$ cat src/rtl/hazard_stall_ctrl_pkg.sv
// Shared types and constants for the ID/EX hazard and stall controller.
// The mult/div occupancy FSM encoding lives here so every block agrees on it.
package hazard_stall_ctrl_pkg;

    localparam int MULDIV_CYCLES_DEF = 4;
    localparam int REG_FIELD_W       = 5;

    typedef enum logic {
        RUN     = 1'b0,
        MD_BUSY = 1'b1
    } md_state_t;

endpackage

$ cat src/rtl/hazard_sat_counter.sv
// Saturating up-counter with synchronous reset and count enable.
// Holds at all-ones instead of wrapping.
module hazard_sat_counter #(
    parameter int WIDTH = 32
) (
    input  logic             i_clk,
    input  logic             i_rst,
    input  logic             i_en,
    output logic [WIDTH-1:0] o_count
);

    logic [WIDTH-1:0] r_count;

    always_ff @(posedge i_clk) begin
        if (i_rst) begin
            r_count <= '0;
        end else if (i_en && (r_count != {WIDTH{1'b1}})) begin
            r_count <= r_count + WIDTH'(1);
        end
    end

    assign o_count = r_count;

endmodule

$ cat src/rtl/hazard_stall_ctrl.sv
// Pipeline sequencing controller: load-use and HI/LO stalls, branch flushes,
// PC/IF-ID enables and a saturating stall-cycle counter.
module hazard_stall_ctrl
    import hazard_stall_ctrl_pkg::*;
#(
    parameter int MULDIV_CYCLES = MULDIV_CYCLES_DEF,
    parameter int STALLCNT_W    = 32
) (
    input  logic                   Clk,
    input  logic                   Reset,
    input  logic                   IDValid,
    input  logic [REG_FIELD_W-1:0] IDRsField,
    input  logic [REG_FIELD_W-1:0] IDRtField,
    input  logic                   IDUsesRt,
    input  logic                   IDHiLoOp,
    input  logic                   EXMemRead,
    input  logic [REG_FIELD_W-1:0] EXRTField,
    input  logic                   EXMulDivStart,
    input  logic                   BranchTaken,
    output logic                   PCWrite,
    output logic                   IFIDWrite,
    output logic                   IFIDFlush,
    output logic                   IDEXFlush,
    output logic                   EXMEMFlush,
    output logic                   MulDivBusy,
    output logic [STALLCNT_W-1:0]  StallCycles
);

    localparam int               CNT_W      = $clog2(MULDIV_CYCLES);
    localparam logic [CNT_W-1:0] CNT_RELOAD = CNT_W'(MULDIV_CYCLES - 1);
    localparam logic [CNT_W-1:0] CNT_ONE    = CNT_W'(1);

    md_state_t        r_state;
    md_state_t        w_state_nxt;
    logic [CNT_W-1:0] r_busy_cnt;
    logic [CNT_W-1:0] w_busy_cnt_nxt;
    logic             w_md_start;
    logic             w_busy;
    logic             w_load_use;
    logic             w_md_stall;
    logic             w_stall;

    always_ff @(posedge Clk) begin
        if (Reset) begin
            r_state    <= RUN;
            r_busy_cnt <= '0;
        end else begin
            r_state    <= w_state_nxt;
            r_busy_cnt <= w_busy_cnt_nxt;
        end
    end

    // A start arriving with a taken branch belongs to a flushed instruction.
    assign w_md_start = EXMulDivStart & ~BranchTaken;

    always_comb begin
        w_state_nxt    = r_state;
        w_busy_cnt_nxt = r_busy_cnt;
        case (r_state)
            RUN: begin
                if (w_md_start) begin
                    w_state_nxt    = MD_BUSY;
                    w_busy_cnt_nxt = CNT_RELOAD;
                end
            end
            MD_BUSY: begin
                if (w_md_start) begin
                    w_busy_cnt_nxt = CNT_RELOAD;
                end else if (r_busy_cnt == CNT_ONE) begin
                    w_state_nxt    = RUN;
                    w_busy_cnt_nxt = '0;
                end else begin
                    w_busy_cnt_nxt = r_busy_cnt - CNT_ONE;
                end
            end
            default: begin
                w_state_nxt    = RUN;
                w_busy_cnt_nxt = '0;
            end
        endcase
    end

    assign w_busy     = (r_state == MD_BUSY);
    assign w_load_use = IDValid & EXMemRead & (EXRTField != '0) &
                        ((EXRTField == IDRsField) | (IDUsesRt & (EXRTField == IDRtField)));
    assign w_md_stall = w_busy & IDValid & IDHiLoOp;
    assign w_stall    = (w_load_use | w_md_stall) & ~BranchTaken;

    always_comb begin
        PCWrite    = 1'b1;
        IFIDWrite  = 1'b1;
        IFIDFlush  = 1'b0;
        IDEXFlush  = 1'b0;
        EXMEMFlush = 1'b0;
        MulDivBusy = w_busy;
        if (Reset) begin
            PCWrite    = 1'b0;
            IFIDWrite  = 1'b0;
            IFIDFlush  = 1'b1;
            IDEXFlush  = 1'b1;
            EXMEMFlush = 1'b1;
            MulDivBusy = 1'b0;
        end else if (BranchTaken) begin
            IFIDFlush  = 1'b1;
            IDEXFlush  = 1'b1;
            EXMEMFlush = 1'b1;
        end else if (w_stall) begin
            PCWrite    = 1'b0;
            IFIDWrite  = 1'b0;
            IDEXFlush  = 1'b1;
        end
    end

    hazard_sat_counter #(
        .WIDTH (STALLCNT_W)
    ) u_stall_cnt (
        .i_clk   (Clk),
        .i_rst   (Reset),
        .i_en    (w_stall & ~Reset),
        .o_count (StallCycles)
    );

endmodule

$ cat config.mk
export PLATFORM = sky130hd
export DESIGN_NAME = hazard_stall_ctrl
export DESIGN_NICKNAME = d
export VERILOG_FILES = /design/src/rtl/hazard_stall_ctrl_pkg.sv /design/src/rtl/hazard_sat_counter.sv /design/src/rtl/hazard_stall_ctrl.sv
export SDC_FILE = /design/constraint.sdc
export NUM_CORES = 1
export LEC_CHECK = 0
export ABC_AREA = 1
export CAP_MARGIN = 20
export CORE_UTILIZATION = 40
export DETAILED_ROUTE_END_ITERATION = 10
export PLACE_DENSITY = 0.75
export SYNTH_ARGS = -nofsm -noshare
export SYNTH_HDL_FRONTEND = slang
export SYNTH_HIERARCHICAL = 1
export SYNTH_SLANG_ARGS = --single-unit
$ cat constraint.sdc
create_clock -name Clk -period 1.75 [get_ports Clk]
set_input_delay 0.35 -clock Clk [delete_from_list [all_inputs] [get_ports Clk]]
set_output_delay 0.35 -clock Clk [all_outputs]
set_load 0.02 [all_outputs]
==> results.yml <==
detailed_routing:
  ant_nets: 0
  wl_per_cell_um: 12.62
  dr.pass1.iters: 5
  drcViolationCount: 0
  vias: 2919
  avgViaCountPerCell: 5.085
  wl_um: 7246
  drt_iter0_drc: 181
worst_setup_path:
  path_class: "reg2out"
  r2r_cells: 10
  cp_cell_sequence: "buf_4 -> clkdlybuf4s50_1"
  crit_buf_inv: 2
  crit_cells: 2
  rrSetupSlack_ns: 0.09
  r2r-end: "u_stall_cnt/o_count[27]$_SDFFE_PP0P_"
  reg2reg_from: "u_stall_cnt/o_count[10]$_SDFFE_PP0P_"
  cp-startpoint: "u_stall_cnt/o_count[1]$_SDFFE_PP0P_"
  critPathLaunchType: "flip-flop"
  crit_slowest_cell: "clkdlybuf4s50_1"
  path_max_fanout: 3
  cp.arrival_ns: 1.36
  crit_family: "buffers and inverters"
  worstPathRequired_ns: 1.40
  max_stage_delay_ns: 0.60
  worstSetupEndpointType: "output port"
  worstSetupEndpoint: "StallCycles[1]"
grt:
  track_usage: 0.2243
  globalRouteOverflowTotal: 0
  grt_pass1_vias: 2535
  grt_start_max_net_pins: 18
  antenna_found_initial: 0
  grt_pass1_wl_um: 11380
sta:
  drv_slew: 0
  worst_pin_slew_ns: 0.3106
  timing.final.crit_period_ns: 1.706
  finalHoldViolations: 0
  setup_viol: 0
  setup_ws_ns: 0.04429
  rsz0062_at_grt: "true"
  relSlewSlack: 0.7913
  fin_setup_tns_ns: 0
  skew_ns: 0.002561
  fin_crit_sh: 0.9747
  fmax_mhz: 586.3
min_path:
  hold_path_depth: 2
  worstHoldPathType: "reg2reg"
  holdCritStartpoint: "u_stall_cnt/o_count[9]$_SDFFE_PP0P_"
synth:
  synth_cell_types: 31
  netlist_area_um2: 2471
  synth_top_area_share: 0.2835
  synth-adder-area-share: 0.01013
  syn_inst: 406
  synth.most_common_cell: "nand2_1"
  synth_top_cell_by_area: "dfxtp_1"
  synth_seq_cells: 35
  synth_compound_area_frac: 0.06684
  synth_top_cells_by_area: "dfxtp_1, nand2_1, nor2_1, inv_1, nand3_1"
  async_flop_share: 0
  syn-num-nets: 431
  ys.flop_type: "dfxtp_1"
  synthMuxAreaShare: 0
  yosys_warnings: 6
  synth_top_family_by_area: "simple AND/OR/NAND/NOR gates"
  synth_xor_xnor_area_share: 0.003544
  synthSimpleGateAreaFrac: 0.5225
  synth.avg_cell_area_um2: 6.087
  ys_top_cells_by_count: "nand2_1, nor2_1, inv_1, dfxtp_1, nand3_1"
  synth_seq_area_share: 0.2835
  synth_edf_count: 0
die:
  die_w_um: 80.60
  pin_count: 61
  rows: 28
  die_h_um: 80.60
  die_area_um2: 6496
  core_area_um2: 5956
  start_util: 0.4149
power_and_ir_drop:
  vdd_ir_drop_max_mv: 0.2576
  power_density_nw_per_um2: 443.2
  p_leak_uw: 0.001852
placement:
  dp_hpwl_um: 5441
  place_ws_ns: -0.7687
  place_congestion: 0.9173
  placed_area_um2: 3329
  portBuffers: 60
  placedCellCount: 560
cts:
  htreeDepth: 2
  clkSinkCount: 35
  clk_latency_ns: 0.29
  cts_tree: "built"
  path_clk_slew_ns: 0.07
  clockBufferDepth: 2
  numCtsBuffers: 5
  root_buffer: "clkbuf_8"
finish:
  fin_area_um2: 3562
  layoutNonFillerInstCount: 574
  syn_to_final_growth_pct: 44.15
  drive_above_1_share: 0.2605
  nets: 523
  utilization: 0.5981
  antenna_cells: 0
status:
  status: "finished clean"
run:
  max-cap-violations: 0
==> flip-flops by register name (all words and copies together), names as in the netlist <==
signal / cells
u_stall_cnt/o_count: 32
r_busy_cnt: 2
r_state: 1
==> per-stage QoR <==
| stage | hold slack [ns] | power, uW |
|---|---|---|
| after floorplan | 0.4191 | 919.0 |
| after global placement | 0.5303 | 1012 |
| after detailed placement | 0.5415 | 1016 |
| after CTS | 0.5577 | 1579 |
| after global routing | 0.5943 | 1648 |
| final | 0.5583 | 1579 |
==> layout by cell type, fill, tap and decap left out, types with 7 or more instances in the layout <==
master	n
a21oi_1	19
buf_4	33
buf_6	9
clkbuf_2	9
clkdlybuf4s50_1	20
dfxtp_1	34
dlymetal6s2s_1	13
inv_1	41
inv_2	9
nand2_1	107
nand2_2	20
nand3_1	26
nand3_2	7
nand4_1	14
nor2_1	69
nor2_2	12
nor2_4	7
==> worst min-delay path, cell delays in order, from the launching register on <==
cell	delay [ns]
dfxtp_2	0.38
a21oi_1	0.06
nor2_1	0.09
==> report_power, final <==
group / switching [uW] / internal, uW
combinational: 102 / 91.6
clock: 298 / 279
sequential: 4.84 / 803
total: 405 / 1170
==> how the worst min path moves through the flow <==
stage | slack (ns) | end
finish | 0.56 | u_stall_cnt/o_count[9]$_SDFFE_PP0P_
detailed placement | 0.54 | r_busy_cnt[0]$_SDFFE_PP0P_
global route | 0.59 | u_stall_cnt/o_count[15]$_SDFFE_PP0P_
CTS | 0.56 | r_busy_cnt[0]$_SDFFE_PP0P_
floorplan | 0.42 | r_state$_SDFF_PP0_
global placement | 0.53 | r_busy_cnt[0]$_SDFFE_PP0P_
==> layer usage <==
layer,share of wire,vias up,track usage
li1,-,1462,-
met1,0.44,1352,0.2819
met2,0.49,94,0.3847
met3,0.054,11,0.03864
met4,0.010,0,0.07143
met5,0,-,0
==> final cells by class <==
type                       count  area, um2
fill                         582       2394
multi-input combinational    309       1617
timing repair buffer          95      870.8
sequential                    35      701.9
inverter                      52      197.7
tap                           75      93.84
clock buffer                   7      76.32
clock inverter                 1      5.005
==> logic make-up after synthesis <==
family / count (synthesis)
simple gates: 277
compound gates: 29
fa+ha+maj: 2
xor+xnor: 1
flops: 35
buf+inv: 62
==> repair_timing <==
item	in CTS	in global routing
gates resized for setup	73	72
pin swaps	20	28
hold endpoints to repair	0	0
hold buffers	0	0
endpoints found under the setup margin	42	50
buffers inserted	2	4
Power figures use the tool's default switching activity.
